### src/rtl/spi_flash_pkg.sv
// Shared types and constants for the IS25WP032D single-word read engine.
package spi_flash_pkg;

  typedef enum logic [2:0] {
    IDLE,
    CMD,
    ADDR,
    DATA,
    RESP,
    GAP
  } spi_state_e;

  localparam logic [7:0] CMD_READ   = 8'h03;
  localparam int         ADDR_W     = 24;
  localparam int         DATA_W     = 32;
  localparam int         FRAME_BITS = 64;

  // Bytes arrive first-byte-first; the first byte lands in the low lane.
  function automatic logic [DATA_W-1:0] byte_swap(input logic [DATA_W-1:0] w);
    return {w[7:0], w[15:8], w[23:16], w[31:24]};
  endfunction

endpackage

### src/rtl/spi_clk_div.sv
// SCLK generator: toggles every CLK_DIV enabled cycles, idles low, and flags
// the clk edges that will drive SCLK high (rise_stb) or low (fall_stb).
module spi_clk_div #(
  parameter int CLK_DIV = 2
) (
  input  logic clk,
  input  logic reset,
  input  logic en,
  input  logic clr,
  output logic sclk,
  output logic rise_stb,
  output logic fall_stb
);

  localparam logic [7:0] DIV_M1 = 8'(CLK_DIV - 1);

  logic [7:0] cnt;
  logic       tick;

  assign tick     = en && !clr && (cnt == DIV_M1);
  assign rise_stb = tick && !sclk;
  assign fall_stb = tick && sclk;

  always_ff @(posedge clk) begin
    if (reset || clr) begin
      cnt  <= '0;
      sclk <= 1'b0;
    end else if (en) begin
      if (cnt == DIV_M1) begin
        cnt  <= '0;
        sclk <= ~sclk;
      end else begin
        cnt <= cnt + 8'd1;
      end
    end
  end

endmodule

### src/rtl/spi_flash_reader.sv
// Reads one 32-bit little-endian word from SPI flash (opcode 0x03, mode 0)
// per accepted request and returns it on a response handshake.
module spi_flash_reader
  import spi_flash_pkg::*;
#(
  parameter int CLK_DIV = 2,
  parameter int CS_GAP  = 4
) (
  input  logic              clk,
  input  logic              reset,
  input  logic              req_valid,
  output logic              req_ready,
  input  logic [ADDR_W-1:0] req_addr,
  output logic              rsp_valid,
  input  logic              rsp_ready,
  output logic [DATA_W-1:0] rsp_data,
  output logic              SCLK,
  output logic              SCS,
  output logic              MOSI,
  input  logic              MISO,
  output spi_state_e        dbg_state
);

  localparam int         TX_W       = 8 + ADDR_W;
  localparam logic [5:0] CMD_LAST   = 6'd7;
  localparam logic [5:0] ADDR_LAST  = 6'(TX_W - 1);
  localparam logic [5:0] FRAME_LAST = 6'(FRAME_BITS - 1);
  localparam logic [15:0] GAP_TGT   = 16'(CS_GAP);

  spi_state_e        state, next_state;
  logic [TX_W-1:0]   tx_sr;
  logic [DATA_W-1:0] rx_sr;
  logic [5:0]        bit_cnt;
  logic [15:0]       gap_cnt;
  logic              busy, rise_stb, fall_stb, accept, frame_done;

  assign busy       = (state == CMD) || (state == ADDR) || (state == DATA);
  assign frame_done = (state == DATA) && fall_stb && (bit_cnt == FRAME_LAST);
  assign dbg_state  = state;

  spi_clk_div #(.CLK_DIV(CLK_DIV)) u_clk_div (
    .clk      (clk),
    .reset    (reset),
    .en       (busy),
    .clr      (!busy),
    .sclk     (SCLK),
    .rise_stb (rise_stb),
    .fall_stb (fall_stb)
  );

  always_ff @(posedge clk) begin
    if (reset) state <= IDLE;
    else       state <= next_state;
  end

  // Both handshakes are plain valid/ready: a transfer happens on any edge where
  // valid && ready; the producer holds its payload stable until then.
  always_comb begin
    next_state = state;
    accept     = 1'b0;
    case (state)
      IDLE: if (req_valid && req_ready) begin
        accept     = 1'b1;
        next_state = CMD;
      end
      CMD:  if (fall_stb && bit_cnt == CMD_LAST) next_state = ADDR;
      ADDR: if (fall_stb && bit_cnt == ADDR_LAST) next_state = DATA;
      DATA: if (frame_done) next_state = RESP;
      RESP: if (rsp_valid && rsp_ready) next_state = GAP;
      GAP:  if (gap_cnt >= GAP_TGT) next_state = IDLE;
      default: next_state = IDLE;
    endcase
  end

  always_ff @(posedge clk) begin
    if (reset) begin
      req_ready <= 1'b0;
      rsp_valid <= 1'b0;
      rsp_data  <= '0;
      SCS       <= 1'b1;
      MOSI      <= 1'b0;
      tx_sr     <= '0;
      rx_sr     <= '0;
      bit_cnt   <= '0;
      gap_cnt   <= '0;
    end else begin
      req_ready <= (next_state == IDLE);
      if (accept) begin
        tx_sr   <= {CMD_READ, req_addr};
        MOSI    <= CMD_READ[7];
        SCS     <= 1'b0;
        rx_sr   <= '0;
        bit_cnt <= '0;
      end
      // Shift on the falling edge so MOSI only moves while SCLK is low; once the
      // command and address are out the register holds zeros for the data phase.
      if (busy && fall_stb) begin
        tx_sr   <= {tx_sr[TX_W-2:0], 1'b0};
        MOSI    <= tx_sr[TX_W-2];
        bit_cnt <= bit_cnt + 6'd1;
      end
      if (state == DATA && rise_stb) begin
        rx_sr <= {rx_sr[DATA_W-2:0], MISO};
      end
      if (frame_done) begin
        SCS       <= 1'b1;
        rsp_valid <= 1'b1;
        rsp_data  <= byte_swap(rx_sr);
        gap_cnt   <= 16'd1;
      end else if ((state == RESP || state == GAP) && gap_cnt != 16'hFFFF) begin
        gap_cnt <= gap_cnt + 16'd1;
      end
      if (rsp_valid && rsp_ready) begin
        rsp_valid <= 1'b0;
      end
    end
  end

endmodule

### config.mk
export PLATFORM = sky130hd
export DESIGN_NAME = spi_flash_reader
export DESIGN_NICKNAME = d
export VERILOG_FILES = /design/src/rtl/spi_flash_pkg.sv /design/src/rtl/spi_clk_div.sv /design/src/rtl/spi_flash_reader.sv
export SDC_FILE = /design/constraint.sdc
export NUM_CORES = 1
export LEC_CHECK = 0
export CAP_MARGIN = 10
export CORE_MARGIN = 4
export CORE_UTILIZATION = 43
export DETAILED_ROUTE_END_ITERATION = 8
export PLACE_DENSITY = 0.72
export SYNTH_ARGS = -nofsm -noshare
export SYNTH_HDL_FRONTEND = slang
export SYNTH_HIERARCHICAL = 1
export SYNTH_SLANG_ARGS = --single-unit
### constraint.sdc
create_clock -name clk -period 4.3 [get_ports clk]
set_input_delay 0.645 -clock clk [delete_from_list [all_inputs] [get_ports clk]]
set_output_delay 0.645 -clock clk [all_outputs]
set_load 0.01 [all_outputs]
# After elaboration in Yosys (flattened, before gate mapping)
# Cells that the tools add are included.
[totals]
latchBits = 0
output_inout_bits = 40
in_bits = 29
mem_bits_ro = 0
regBits = 133
n_memories = 0
ram_bits = 0
word_cells = 76
[classes]
eq_ne = 10
n_bitwise = 1
mul = 0
muxes = 20
div_mod_pow = 0
n_addsub = 3
shifts = 0
n_reduce_logical = 27
n_lt_le_gt_ge = 1
[op_table]
columns = ["cell", "count"]
rows = [
  ["$mux 32", 2],
  ["$mux 31", 2],
  ["$mux 3", 6],
  ["$pmux 3 s6", 1],
  ["$add 16x1->16 const B", 1],
  ["$ge 16x3->1 const B", 1],
  ["$ne 16x16->1 const B", 1],
  ["$logic_and 1x1->1", 12],
  ["$mux 6", 2],
  ["$add 8x1->8 const B", 1],
  ["$eq 8x1->1 const B", 1],
  ["$mux 8", 1],
  ["$add 6x1->6 const B", 1],
  ["$eq 3x2->1 const B", 2],
  ["$eq 3x3->1 const B", 2],
  ["$eq 6x3->1 const B", 1],
  ["$eq 6x5->1 const B", 1],
  ["$eq 6x6->1 const B", 1],
  ["$logic_not 3->1", 2],
  ["$mux 1", 6],
  ["$reduce_bool 2->1", 3],
  ["$reduce_or 2->1", 3],
  ["$logic_or 1x1->1", 4],
  ["$eq 3x1->1 const B", 1],
  ["other kinds (3)", 4],
]

# Depth between registers and ports, before layout
# Gate-level depths: netlist of run 1.
[depth]
depth_word = 10
mapped_depth = 13
depth_no_buf = 9

# By module
# The synthesis of run 1 kept the hierarchy.
[modules_own_cells]
columns = ["mod", "seq_area_each_um2", "cells_per_inst", "n_inst", "area_each_um2"]
rows = [
  ["spi_flash_reader", 2482.4, 612, 1, 5072.4],
  ["spi_clk_div", 180.2, 49, 1, 441.7],
]

# Least setup slack after synthesis of run 1
# Ideal clock, no wire load.
[synth_timing]
path_kind = "register to register"
startpoint = "register state[1], in the netlist dbg_state[1]"
endpoint = "register gap_cnt[0]"
period_less_slack_ns = 2.907
path_slack_ns = 1.393
setup_ns = 0.103
t_arrival_ns = 2.804
path_stages_with_launch = 12
required_time_ns = 4.197
path_buffers = 3
path_cell_list = "dfxtp_1 > buf_6 > o21ba_2 > buf_4 > or4b_4 > or2_1 > nor3b_1 > and3_1 > clkbuf_1 > nand3_1 > and4_1 > a2111oi_2"
[synth_via]
elab_chain_cells = 8
word_cells_on_any_way = 15
classes_between = "5 x eq/ne; 1 x mux; 9 x reduce/logical"
[synth_rtl]
columns = ["item", "line_no", "source"]
rows = [
  ["start: declaration", "spi_flash_reader.sv:30", "spi_state_e state, next_state;"],
  ["start signal: assignment", "spi_flash_reader.sv:53", "else state <= next_state;"],
  ["$eq 3x1->1 or $eq 3x2->1 (tied branches)", "spi_flash_reader.sv:37", "assign busy = (state == CMD) || (state == ADDR) || (state == DATA);"],
  ["$logic_or 1x1->1", "spi_flash_reader.sv:37", ""],
  ["$logic_or 1x1->1 *", "spi_flash_reader.sv:37", ""],
  ["net busy", "spi_flash_reader.sv:35", "logic busy, rise_stb, fall_stb, accept, frame_done;"],
  ["$logic_and 1x1->1 *", "spi_clk_div.sv:20", "assign tick = en && !clr && (cnt == DIV_M1);"],
  ["$logic_and 1x1->1 *", "spi_clk_div.sv:22", "assign fall_stb = tick && sclk;"],
  ["net fall_stb", "spi_flash_reader.sv:35", ""],
  ["$logic_and 1x1->1 * (2 in a row)", "spi_flash_reader.sv:38", "assign frame_done = (state == DATA) && fall_stb && (bit_cnt == FRAME_LAST);"],
  ["$mux 1 or $reduce_bool 2->1 (tied branches)", "n/a", ""],
  ["end signal: assignment", "spi_flash_reader.sv:111", "gap_cnt <= gap_cnt + 16'd1;"],
  ["end: declaration", "spi_flash_reader.sv:34", "logic [15:0] gap_cnt;"],
]
# The timed path passes the listed nets; every way through them passes the cells marked *.
# A chain may end at the register's enable or synchronous reset.

# Worst setup path in the final report of run 1
[layout_timing]
startpoint = "register state[0], in the netlist dbg_state[0]"
endpoint = "register rsp_data[17]"
[layout_via]
elab_chain_cells = 7
word_cells_on_any_way = 9
classes_between = "3 x eq/ne; 6 x reduce/logical"
[layout_rtl]
columns = ["item", "line_no", "source"]
rows = [
  ["$eq 3x1->1 or $eq 3x2->1 (tied branches)", "spi_flash_reader.sv:37", ""],
  ["$logic_or 1x1->1", "spi_flash_reader.sv:37", ""],
  ["$logic_or 1x1->1 *", "spi_flash_reader.sv:37", ""],
  ["net busy", "spi_flash_reader.sv:35", ""],
  ["$logic_and 1x1->1 *", "spi_clk_div.sv:20", ""],
  ["$logic_and 1x1->1 *", "spi_clk_div.sv:22", ""],
  ["net fall_stb", "spi_flash_reader.sv:35", ""],
  ["$logic_and 1x1->1 * (2 in a row)", "spi_flash_reader.sv:38", ""],
  ["end signal: assignment", "spi_flash_reader.sv:108", "rsp_data <= byte_swap(rx_sr);"],
  ["end: declaration", "spi_flash_reader.sv:16", "output logic [DATA_W-1:0] rsp_data,"],
]
# Marks and branches as above.

==> results of run 1 <==
==> cells in the final DEF, fill, tap and decap left out, types with 7 or more instances in the layout <==
cell / count
sky130_fd_sc_hd__clkdlybuf4s50_1: 67
sky130_fd_sc_hd__buf_4: 8
sky130_fd_sc_hd__a21oi_1: 98
sky130_fd_sc_hd__nand4_1: 7
sky130_fd_sc_hd__clkbuf_16: 17
sky130_fd_sc_hd__or4_1: 10
sky130_fd_sc_hd__o21ai_0: 7
sky130_fd_sc_hd__o22ai_1: 7
sky130_fd_sc_hd__nor2_1: 19
sky130_fd_sc_hd__nor3_1: 21
sky130_fd_sc_hd__a22oi_1: 23
sky130_fd_sc_hd__nand3_1: 49
sky130_fd_sc_hd__dfxtp_1: 133
sky130_fd_sc_hd__nand2_1: 137
==> flip-flops by register name (all words and copies together), names as in the netlist <==
register,flops
rx_sr,32
SCS,1
tx_sr,31
dbg_state,3
rsp_valid,1
u_clk_div/cnt,8
u_clk_div/sclk,1
MOSI,1
gap_cnt,16
req_ready,1
rsp_data,32
bit_cnt,6
==> layout make-up <==
| class | count | area [µm²] | area share, % |
|---|---|---|---|
| Clock buffer | 19 | 453 | 6.62 |
| Multi-Input combinational cell | 473 | 2600 | 38.0 |
| Clock inverter | 12 | 153 | 2.23 |
| Sequential cell | 133 | 2660 | 38.9 |
| Timing Repair Buffer | 75 | 731 | 10.7 |
| Tap cell | 172 | 215 | 3.15 |
| Inverter | 7 | 26.3 | 0.384 |
==> worst paths after layout <==
| path | startpoint | to | cells past startpoint |
|---|---|---|---|
| hold reg to reg | SCS | SCS | 2 |
| setup reg to reg | dbg_state[0] | rsp_data[17] | 9 |
| hold / removal | SCS | SCS | 2 |
| setup / recovery | dbg_state[0] | rsp_data[17] | 9 |
==> power by group through the flow <==
stage          Combinational [W]  Clock, W  Sequential (W)
5_1_grt                 0.000136   0.00155         0.00127
3_5_place_dp            0.000123         0         0.00129
2_1_floorplan          0.0000793         0         0.00129
6_report                0.000123   0.00147         0.00126
4_1_cts                 0.000123   0.00150         0.00126
3_3_place_gp            0.000120         0         0.00129
==> metrics by stage <==
| stage | std cells | util (%) | total power, W | hold WS, ns |
|---|---|---|---|---|
| after floorplan | 661 | - | 0.00137 | 0.432 |
| after detailed placement | 860 | 49.6 | 0.00141 | 0.438 |
| final | 891 | 54.4 | 0.00285 | 0.440 |
| after global routing | 891 | 54.4 | 0.00295 | 0.471 |
| after global placement | 860 | 49.6 | 0.00141 | 0.432 |
| after CTS | 891 | 54.4 | 0.00289 | 0.446 |
==> worst max-delay path, cell delays in order (launching register included) <==
cell	delay, ns
sky130_fd_sc_hd__dfxtp_1	0.56
sky130_fd_sc_hd__o21ba_2	0.33
sky130_fd_sc_hd__or4b_4	0.51
sky130_fd_sc_hd__or2_1	0.24
sky130_fd_sc_hd__nor3b_1	0.39
sky130_fd_sc_hd__and3_1	0.30
sky130_fd_sc_hd__nand3_1	0.47
sky130_fd_sc_hd__buf_4	0.42
sky130_fd_sc_hd__nand2_1	0.09
sky130_fd_sc_hd__a21oi_1	0.07
==> logic make-up after synthesis <==
family	synth area share [%]
buf+inv	4.58
simple gates	25.9
flops	48.3
fa+ha+maj	1.13
compound gates	18.4
mux	1.09
xor+xnor	0.635
==> per-layer routing <==
metal | up-vias | GRT usage, %
met5 | - | 0
met4 | 0 | 7.07
met3 | 23 | 4.94
met2 | 137 | 30.0
met1 | 2335 | 21.2
li1 | 2448 | -
==> qor.txt, run 1 <==
======================================================================================
Result of the run                                                         finished clean
Synth area leader                                                         sky130_fd_sc_hd__dfxtp_1
Minimum period implied by the final worst setup slack                          3.56 ns
Setup repair bufs after CTS                                                          0
Endpoints failing setup                                                              0
Arr. time, crit path                                                           3.80 ns
Routed via count                                                                 4,943
Sequential fraction of the synthesis area                                        48.3%
Number of antenna violations at the first check in global routing                    0
Power per cell area                                                         417 mW/mm²
Gate count of the mapped netlist                                                   661
Setup_tns                                                                         0 ns
Setup repair after global routing missed its margin                              false
Fin. max-slew vios                                                                   0
Post-synth top cells                                                      sky130_fd_sc_hd__nand2_1, sky130_fd_sc_hd__dfxtp_1, sky130_fd_sc_hd__a21oi_1
Share of power burned in combinational logic                                      4.3%
Non-Filler Cell Area, Final                                                0.00684 mm²
Lkg Pwr                                                                        2.23 nW
Count of standard-cell rows                                                         41
Detailed-routing wirelength on met1                                            5400 µm
Maximum VDD drop                                                              0.213 mV
Number of hold violations in the final report                                        0
Top fanout value on the critical path                                               22
ANT nets after route                                                                 0
Fraction of synthesized cell area taken by the top area cell type                48.3%
Fraction of layout instances using a drive strength above 1                      7.65%
Slew @ Worst Pin                                                               1.09 ns
Total internal power                                                         0.00224 W
Max_cap viols                                                                        0
Critical path capture point type                                             flip-flop
CTS Sinks                                                                          133
Share of total power in sequential cells                                         44.3%
Sw Ratio                                                                         21.4%
Half-perimeter wire length of the detailed placement result                    8260 µm
Part of the power in the clock network                                           51.4%
Number of DRC markers after the initial detailed-route iteration                   359
Main flop type after synthesis                                            sky130_fd_sc_hd__dfxtp_1
First-pass GRT wire length                                                   21,300 µm
Post-synth design cell area                                                0.00551 mm²
Later-pin clock latency in the skew report                                     0.42 ns
Largest net degree at the start of global routing                                  112
Average detailed-routed wire length per instance                               14.3 µm
Number of enable-type register cells in the synthesized netlist                      0
Net Switching                                                               0.000611 W
Start-to-end type of the worst setup path                                 flip-flop to flip-flop
Data required time of the critical path                                        4.55 ns
Clock slew at the register clock pins of the worst setup and hold paths        0.06 ns
Highest attainable clock frequency                                           0.281 GHz
P&R area growth vs syn                                                           24.0%
Top Metal Used                                                                    met4
Vias in the first global route                                                   4,644
Post-synth net total                                                               695
Critical path launch point type                                              flip-flop
Core footprint                                                              0.0126 mm²
Flop and latch count out of synthesis                                              133
Cell types occupying the most area after synthesis                        sky130_fd_sc_hd__dfxtp_1, sky130_fd_sc_hd__nand2_1, sky130_fd_sc_hd__a21oi_1
Share of flip-flops with an asynchronous set or reset                               0%
Worst clock skew on the final layout                                         0.0120 ns
IO buf count                                                                        68
Count of inserted antenna diode cells                                                0
Worst slack after detailed placement                                          0.801 ns
Global Route Usage Sum                                                           17.7%
Die Outline Area                                                            0.0147 mm²
Number of remaining DRC errors                                                       0
Weighted congestion reported at the end of routability-driven placement          0.853
Synthesized area per cell                                                     8.34 µm²
Die outline width                                                               121 µm
Most frequent cell after synthesis                                        sky130_fd_sc_hd__nand2_1
Count of TritonRoute iterations in the first routing pass                            6
Fillcell total                                                                   1,139
Hold crit path type                                                       flip-flop to flip-flop
Number of distinct standard cells referenced by the synthesized netlist             61
Post-cts resize count                                                                0
Count of nets after finishing                                                      741
Total wire length                                                            12,700 µm
Setup WS post-layout                                                          0.743 ns
Maximum root-to-sink buffer count                                                    2
Total CTS buffers                                                                   17
Register-to-register setup slack                                               0.74 ns
Root buffer selected by CTS                                               sky130_fd_sc_hd__clkbuf_16
Slew Limit Headroom                                                              27.3%
Count of boundary I/O pins                                                          69
Total of warnings raised by yosys                                                    6
Die extent in y                                                                 121 µm
Length of routed met2 wiring                                                   6320 µm
Starting utilization of the core area                                            43.9%
Clock tree from TritonCTS                                                          yes
Final period utilization                                                         82.7%
H-tree levels                                                                        4
Hold Buf Count CTS                                                                   0
Average vias per placed instance                                                  5.55
Total grt overflow                                                                   0
Placement Cell Area                                                        0.00623 mm²
Wire length on met3                                                             736 µm
======================================================================================
No activity file was read; power rests on OpenSTA's default activity.
==> run 2, diff against run 1 <==
- PLACE_DENSITY: 0.72 -> 0.75
- clock period: 4.3 -> 2.8 ns (I/O delays scaled with it)
==> run 2 against run 1 <==
  * Non-clock buffer count increased by 9
  * Maximum frequency increased by 38%
  * Critical path depth unchanged
  * Wire length increased by 0.87%
  * Final area increased by 1.6%
  * First-iteration DRC count increased by 23%
  * Combinational power increased by 63%
  * Worst setup slack got worse by 0.53 ns
  * Sequential share of layout area decreased by 0.60 points
  * Die area unchanged
  * Total power increased by 54%
  * Critical path type unchanged
==> qor.txt, run 2 (synthesized netlist as in run 1, its figures left out) <==
======================================================================================
Critical path depth                                                                  9   unchanged
Result of the run                                                         finished clean
Slew Limit Headroom                                                              54.4%   +27 points
Power per cell area                                                         633 mW/mm²   +52%
Lkg Pwr                                                                        2.29 nW   +2.6%
Die extent in y                                                                 121 µm   unchanged
P&R area growth vs syn                                                           26.0%
Most frequent standard cell in the layout excluding fill and tap cells    sky130_fd_sc_hd__nand2_1
Later-pin clock latency in the skew report                                     0.41 ns   about the same
ANT nets after route                                                                 0   unchanged
Most used cells in the layout excluding fill and tap cells                sky130_fd_sc_hd__nand2_1, sky130_fd_sc_hd__dfxtp_1, sky130_fd_sc_hd__a21oi_1
Maximum VDD drop                                                              0.468 mV   +120%
Vias in the first global route                                                   4,592   -1.1%
Number of antenna violations at the first check in global routing                    0   unchanged
Final period utilization                                                         92.4%   +9.6 points
Number of DRC markers after the initial detailed-route iteration                   443   +23%
First-pass GRT wire length                                                   21,700 µm   +1.8%
Clock slew at the register clock pins of the worst setup and hold paths        0.06 ns   about the same
Routed via count                                                                 4,960   +0.34%
Largest net degree at the start of global routing                                   71   -37%
Worst hold path depth                                                                2   unchanged
Max_cap viols                                                                        0   unchanged
IO buf count                                                                        68   unchanged
Kind of cell adding the most delay to the critical path                   simple AND/OR/NAND/NOR gates
Endpoints failing setup                                                              0   unchanged
Weighted congestion reported at the end of routability-driven placement          0.881   +3.2%
H-tree levels                                                                        4   unchanged
Count of boundary I/O pins                                                          69   unchanged
Core footprint                                                              0.0126 mm²   unchanged
Non-Filler Cell Area, Final                                                0.00695 mm²   +1.6%
Area occupied by multi-input gates                                         0.00262 mm²   +0.67%
Die Outline Area                                                            0.0147 mm²   unchanged
CTS Sinks                                                                          133   unchanged
Count of standard-cell rows                                                         41   unchanged
Worst clock skew on the final layout                                         0.0102 ns   -0.00179 ns
Average detailed-routed wire length per instance                               14.2 µm   -0.25%
CP Buf/Inv Count                                                                     1   unchanged
Die outline width                                                               121 µm   unchanged
Total CTS buffers                                                                   17   unchanged
Count of nets after finishing                                                      750   +1.2%
Global Route Usage Sum                                                           18.2%   +0.45 points
Critical path capture point type                                             flip-flop
Busiest layer in global routing                                                   met2
Half-perimeter wire length of the detailed placement result                    8520 µm   +3.0%
Biggest regs                                                              rsp_data (32), rx_sr (32), tx_sr (31)
Setup WS post-layout                                                          0.214 ns   -0.529 ns
Count of TritonRoute iterations in the first routing pass                            5   -1
Global Route met1 Usage                                                          22.9%   +1.6 points
Sequential cell area                                                       0.00266 mm²   unchanged
Count of inserted antenna diode cells                                                0   unchanged
Worst slack after detailed placement                                          0.164 ns   -0.637 ns
Fin. max-slew vios                                                                   0   unchanged
Fillcell total                                                                   1,117   -1.9%
Data required time of the critical path                                        3.13 ns   -1.42 ns
Cell-by-cell trace of the critical path                                   ha_1, or4b_4, or2_1, nor3b_2, and3_2, and3_1, buf_12, nand2_1, a21oi_1
Peak per-stage delay on the critical path                                      0.47 ns   -0.09 ns
Average vias per placed instance                                                  5.50   -0.77%
Start-to-end type of the worst setup path                                 flip-flop to flip-flop
Number of remaining DRC errors                                                       0   unchanged
Number of non-filler instances in the completed layout                             901   +1.1%
Total wire length                                                            12,800 µm   +0.87%
Top fanout value on the critical path                                               32   +45%
Met3 Use GR                                                                      4.94%   unchanged
Critical path launch point type                                              flip-flop
Clock tree from TritonCTS                                                          yes
Placement Cell Area                                                        0.00634 mm²   +1.6%
Fraction of layout instances using a drive strength above 1                      9.33%   +1.7 points
Minimum period implied by the final worst setup slack                          2.59 ns   -0.971 ns
Maximum root-to-sink buffer count                                                    2   unchanged
Number of cell instances on the worst register-to-register path                      9   unchanged
Final Core Density                                                               55.3%   +0.86 points
Highest attainable clock frequency                                           0.387 GHz   +38%
Starting utilization of the core area                                            43.9%   unchanged
Root buffer selected by CTS                                               sky130_fd_sc_hd__clkbuf_16
Total grt overflow                                                                   0   unchanged
Hold crit path type                                                       primary input to flip-flop
Arr. time, crit path                                                           2.92 ns   -0.88 ns
Number of hold violations in the final report                                        0   unchanged
Placed instance count                                                              869   +1.0%
Final hold slack                                                              0.433 ns   -0.00684 ns
Cell with the biggest individual delay on the critical path               sky130_fd_sc_hd__or4b_4
Global-route track usage on met2                                                 29.9%   -0.069 points
Setup repair bufs after CTS                                                          0   unchanged
Slew @ Worst Pin                                                              0.684 ns   -0.408 ns
======================================================================================
[run 2: cell count changes in the layout (fill, tap and decap cells not counted), sizes merged]
cell	change
buf	+9
clkbuf	-1
clkinv	+2
clkinvlp	-3
inv	+3
[run 2: area by class of cell]
| class | count | share of cell area [%] |
|---|---|---|
| Sequential cell | 133 | 38.3 |
| Multi-Input combinational cell | 473 | 37.7 |
| Timing Repair Buffer | 84 | 11.9 |
| Clock buffer | 18 | 6.18 |
| Tap cell | 172 | 3.10 |
| Clock inverter | 14 | 2.50 |
| Inverter | 7 | 0.378 |
[run 2: power by group]
part	internal, W	switching, W	total [W]	leakage (nW)
sequential	0.00192	0.0000162	0.00194	1.07
clock	0.00141	0.000846	0.00226	0.296
combinational	0.0000892	0.000110	0.000200	0.921
[run 2: worst paths after layout]
| path | endpoint | slack, ns | startpoint |
|---|---|---|---|
| setup reg to reg | rsp_data[31] | 0.21 | u_clk_div/cnt[0] |
| hold / removal | bit_cnt[0] | 0.43 | reset |
| setup / recovery | rsp_data[31] | 0.21 | u_clk_div/cnt[0] |
| hold reg to reg | rsp_data[7] | 0.45 | rsp_data[7] |
[run 2: routing by layer]
layer  vias up  routed length, µm
met5         -                  0
met3        12                571
met4         0                194
met2       135               6370
li1       2467                  -
met1      2346               5680
[run 2: timing repair]
item	in CTS	in global routing
setup endpoints to repair	0	12
hold buffers	0	0
resized for setup	0	2
[run 2: metrics by stage]
step / TNS, ns / power [W]
global placement: 0 / 0.00217
CTS: 0 / 0.00445
floorplan: 0 / 0.00210
finish: 0 / 0.00439
detailed placement: 0 / 0.00218
global route: -0.0111 / 0.00455
[run 2: worst register-to-register path, delay by kind of cell, from the launching register on]
kind | cells | cell delay, ns
buffers and inverters | 1 | 0.19
DFF | 1 | 0.41
AOI/OAI and AO/OA | 1 | 0.14
and+or+nand+nor | 6 | 1.61
adders and majority gates | 1 | 0.17
==> run 3, diff against run 2 <==
- CORE_UTILIZATION: 43 -> 37
- PLACE_DENSITY: 0.75 -> 0.67
==> run 3 against run 2 <==
  * Maximum frequency down 0.59%
  * Global-route usage down 2.3 points
  * Combinational power about the same
  * Core utilization down 7.5 points
  * Register-to-register slack worse by 0.02 ns
  * Total power about the same
  * First-iteration DRC count down 5.6%
  * Worst hold slack better by 0.0060 ns
  * Sequential share of layout area down 0.096 points
  * Sequential power about the same
  * Largest power group unchanged
  * Highest routed layer unchanged
==> qor.txt, run 3 (synthesized netlist as in run 1, its figures left out) <==
======================================================================================
Maximum VDD drop                                                              0.406 mV   -13%
Met3 Use GR                                                                      5.40%   +0.46 points
Busiest layer in global routing                                                   met2
Count of boundary I/O pins                                                          69   unchanged
Critical path launch point type                                              flip-flop
Core footprint                                                              0.0146 mm²   +16%
Total wire length                                                            13,100 µm   +2.4%
Clock tree from TritonCTS                                                          yes
Count of standard-cell rows                                                         44   +7.3%
Highest attainable clock frequency                                           0.384 GHz   -0.59%
Worst clock skew on the final layout                                         0.0112 ns   +0.000993 ns
H-tree levels                                                                        4   unchanged
Arr. time, crit path                                                           2.88 ns   -0.04 ns
CP Buf/Inv Count                                                                     0   -1
Final period utilization                                                         92.9%   +0.55 points
Maximum root-to-sink buffer count                                                    2   unchanged
Endpoints failing setup                                                              0   unchanged
Lkg Pwr                                                                        2.29 nW   -0.24%
Result of the run                                                         finished clean
Kind of cell adding the most delay to the critical path                   simple AND/OR/NAND/NOR gates
Later-pin clock latency in the skew report                                     0.42 ns   about the same
Fraction of layout instances using a drive strength above 1                      8.90%   -0.42 points
IO buf count                                                                        68   unchanged
Total CTS buffers                                                                   17   unchanged
Start-to-end type of the worst setup path                                 flip-flop to flip-flop
Power per cell area                                                         632 mW/mm²   -0.16%
Die Outline Area                                                            0.0169 mm²   +15%
Global Route Usage Sum                                                           15.9%   -2.3 points
Placed instance count                                                              882   +1.5%
Number of DRC markers after the initial detailed-route iteration                   418   -5.6%
Starting utilization of the core area                                            37.8%   -6.1 points
Largest net degree at the start of global routing                                   71   unchanged
Critical path capture point type                                             flip-flop
Clock slew at the register clock pins of the worst setup and hold paths        0.06 ns   about the same
Count of inserted antenna diode cells                                                0   unchanged
First-pass GRT wire length                                                   21,700 µm   +0.32%
Hold crit path type                                                       primary input to flip-flop
Average vias per placed instance                                                  5.42   -1.5%
Cell with the biggest individual delay on the critical path               sky130_fd_sc_hd__or4b_4
P&R area growth vs syn                                                           26.3%
Total grt overflow                                                                   0   unchanged
Top fanout value on the critical path                                               12   -63%
Most frequent standard cell in the layout excluding fill and tap cells    sky130_fd_sc_hd__nand2_1
Number of non-filler instances in the completed layout                             914   +1.4%
Die extent in y                                                                 130 µm   +7.3%
Setup repair bufs after CTS                                                          0   unchanged
Half-perimeter wire length of the detailed placement result                    8760 µm   +2.8%
Global Route met1 Usage                                                          19.6%   -3.2 points
Most used cells in the layout excluding fill and tap cells                sky130_fd_sc_hd__nand2_1, sky130_fd_sc_hd__dfxtp_1, sky130_fd_sc_hd__a21oi_1
Global-route track usage on met2                                                 26.0%   -3.9 points
Number of hold violations in the final report                                        0   unchanged
Biggest regs                                                              rsp_data (32), rx_sr (32), tx_sr (31)
Average detailed-routed wire length per instance                               14.4 µm   +0.93%
Minimum period implied by the final worst setup slack                          2.60 ns   +0.0154 ns
Vias in the first global route                                                   4,586   -0.13%
Cell-by-cell trace of the critical path                                   ha_1, or4b_4, or2_1, nor3b_2, and3_2, a31oi_1, nand2b_1, mux2i_1
Count of nets after finishing                                                      751   +0.13%
Count of TritonRoute iterations in the first routing pass                            4   -1
Die outline width                                                               130 µm   +7.3%
Max_cap viols                                                                        0   unchanged
Setup_tns                                                                         0 ns   unchanged
Routed via count                                                                 4,955   -0.10%
Setup repair after global routing missed its margin                              false
Data required time of the critical path                                        3.08 ns   -0.05 ns
CTS Sinks                                                                          133   unchanged
Slew Limit Headroom                                                              34.0%   -20 points
Root buffer selected by CTS                                               sky130_fd_sc_hd__clkbuf_16
Fin. max-slew vios                                                                   0   unchanged
Number of remaining DRC errors                                                       0   unchanged
ANT nets after route                                                                 0   unchanged
Weighted congestion reported at the end of routability-driven placement          0.835   -5.1%
Peak per-stage delay on the critical path                                      0.47 ns   about the same
Slew @ Worst Pin                                                              0.986 ns   +0.302 ns
Number of antenna violations at the first check in global routing                    0   unchanged
======================================================================================
run 3: cell types whose count changed in the layout (fill, tap and decap cells not counted):
cell	before	now
sky130_fd_sc_hd__a31oi_2	1	0
sky130_fd_sc_hd__clkinv_4	2	0
sky130_fd_sc_hd__clkinvlp_4	1	3
sky130_fd_sc_hd__buf_4	15	16
sky130_fd_sc_hd__clkbuf_8	0	3
sky130_fd_sc_hd__inv_6	5	0
sky130_fd_sc_hd__clkinv_2	3	2
sky130_fd_sc_hd__clkbuf_1	1	4
sky130_fd_sc_hd__a31oi_1	5	6
run 3: final cells by class:
class                   instances  area, µm²
fillers                      1370       7620
repair buffers                 85        831
clock inverters                 8        123
flip-flops and latches        133       2660
multi-input cells             473       2610
well taps                     184        230
inverters                       7       26.3
clock buffers                  24        482
run 3: report_power, final:
group	switching, W	internal [W]	total, W
registers	0.0000154	0.00192	0.00194
logic	0.000113	0.0000904	0.000203
clock network	0.000790	0.00147	0.00226
run 3: per-layer routing:
metal	vias up	part of all wire (%)	wire (µm)
li1	2473	-	-
met1	2354	44	5730
met2	120	50	6520
met3	8	5.7	754
met4	0	0.88	116
met5	-	0	0
run 3: path summary, 6_finish.rpt:
check / startpoint / slack, ns / cells after the start / to
max reg2reg: u_clk_div/cnt[0] / 0.20 / 8 / gap_cnt[15]
max: u_clk_div/cnt[0] / 0.20 / 8 / gap_cnt[15]
min reg2reg: SCS / 0.45 / 2 / SCS
min: reset / 0.44 / 2 / tx_sr[29]
run 3: per-stage QoR:
stage / cell area, µm² / power, W / utilization, % / hold WS (ns) / setup WS (ns)
2_1_floorplan: 5520 / 0.00210 / - / 0.432 / 0.0426
5_1_grt: 6960 / 0.00456 / 47.7 / 0.445 / 0.0264
4_1_cts: 6960 / 0.00445 / 47.7 / 0.422 / 0.173
6_report: 6960 / 0.00440 / 47.7 / 0.439 / 0.198
3_3_place_gp: 6360 / 0.00217 / 43.6 / 0.442 / 0.272
3_5_place_dp: 6360 / 0.00218 / 43.6 / 0.444 / 0.179
run 3: what timing repair did:
| action | CTS | global route |
|---|---|---|
| resized for setup | 0 | 1 |
| setup endpoints to repair | 0 | 1 |
| hold buffers | 0 | 0 |
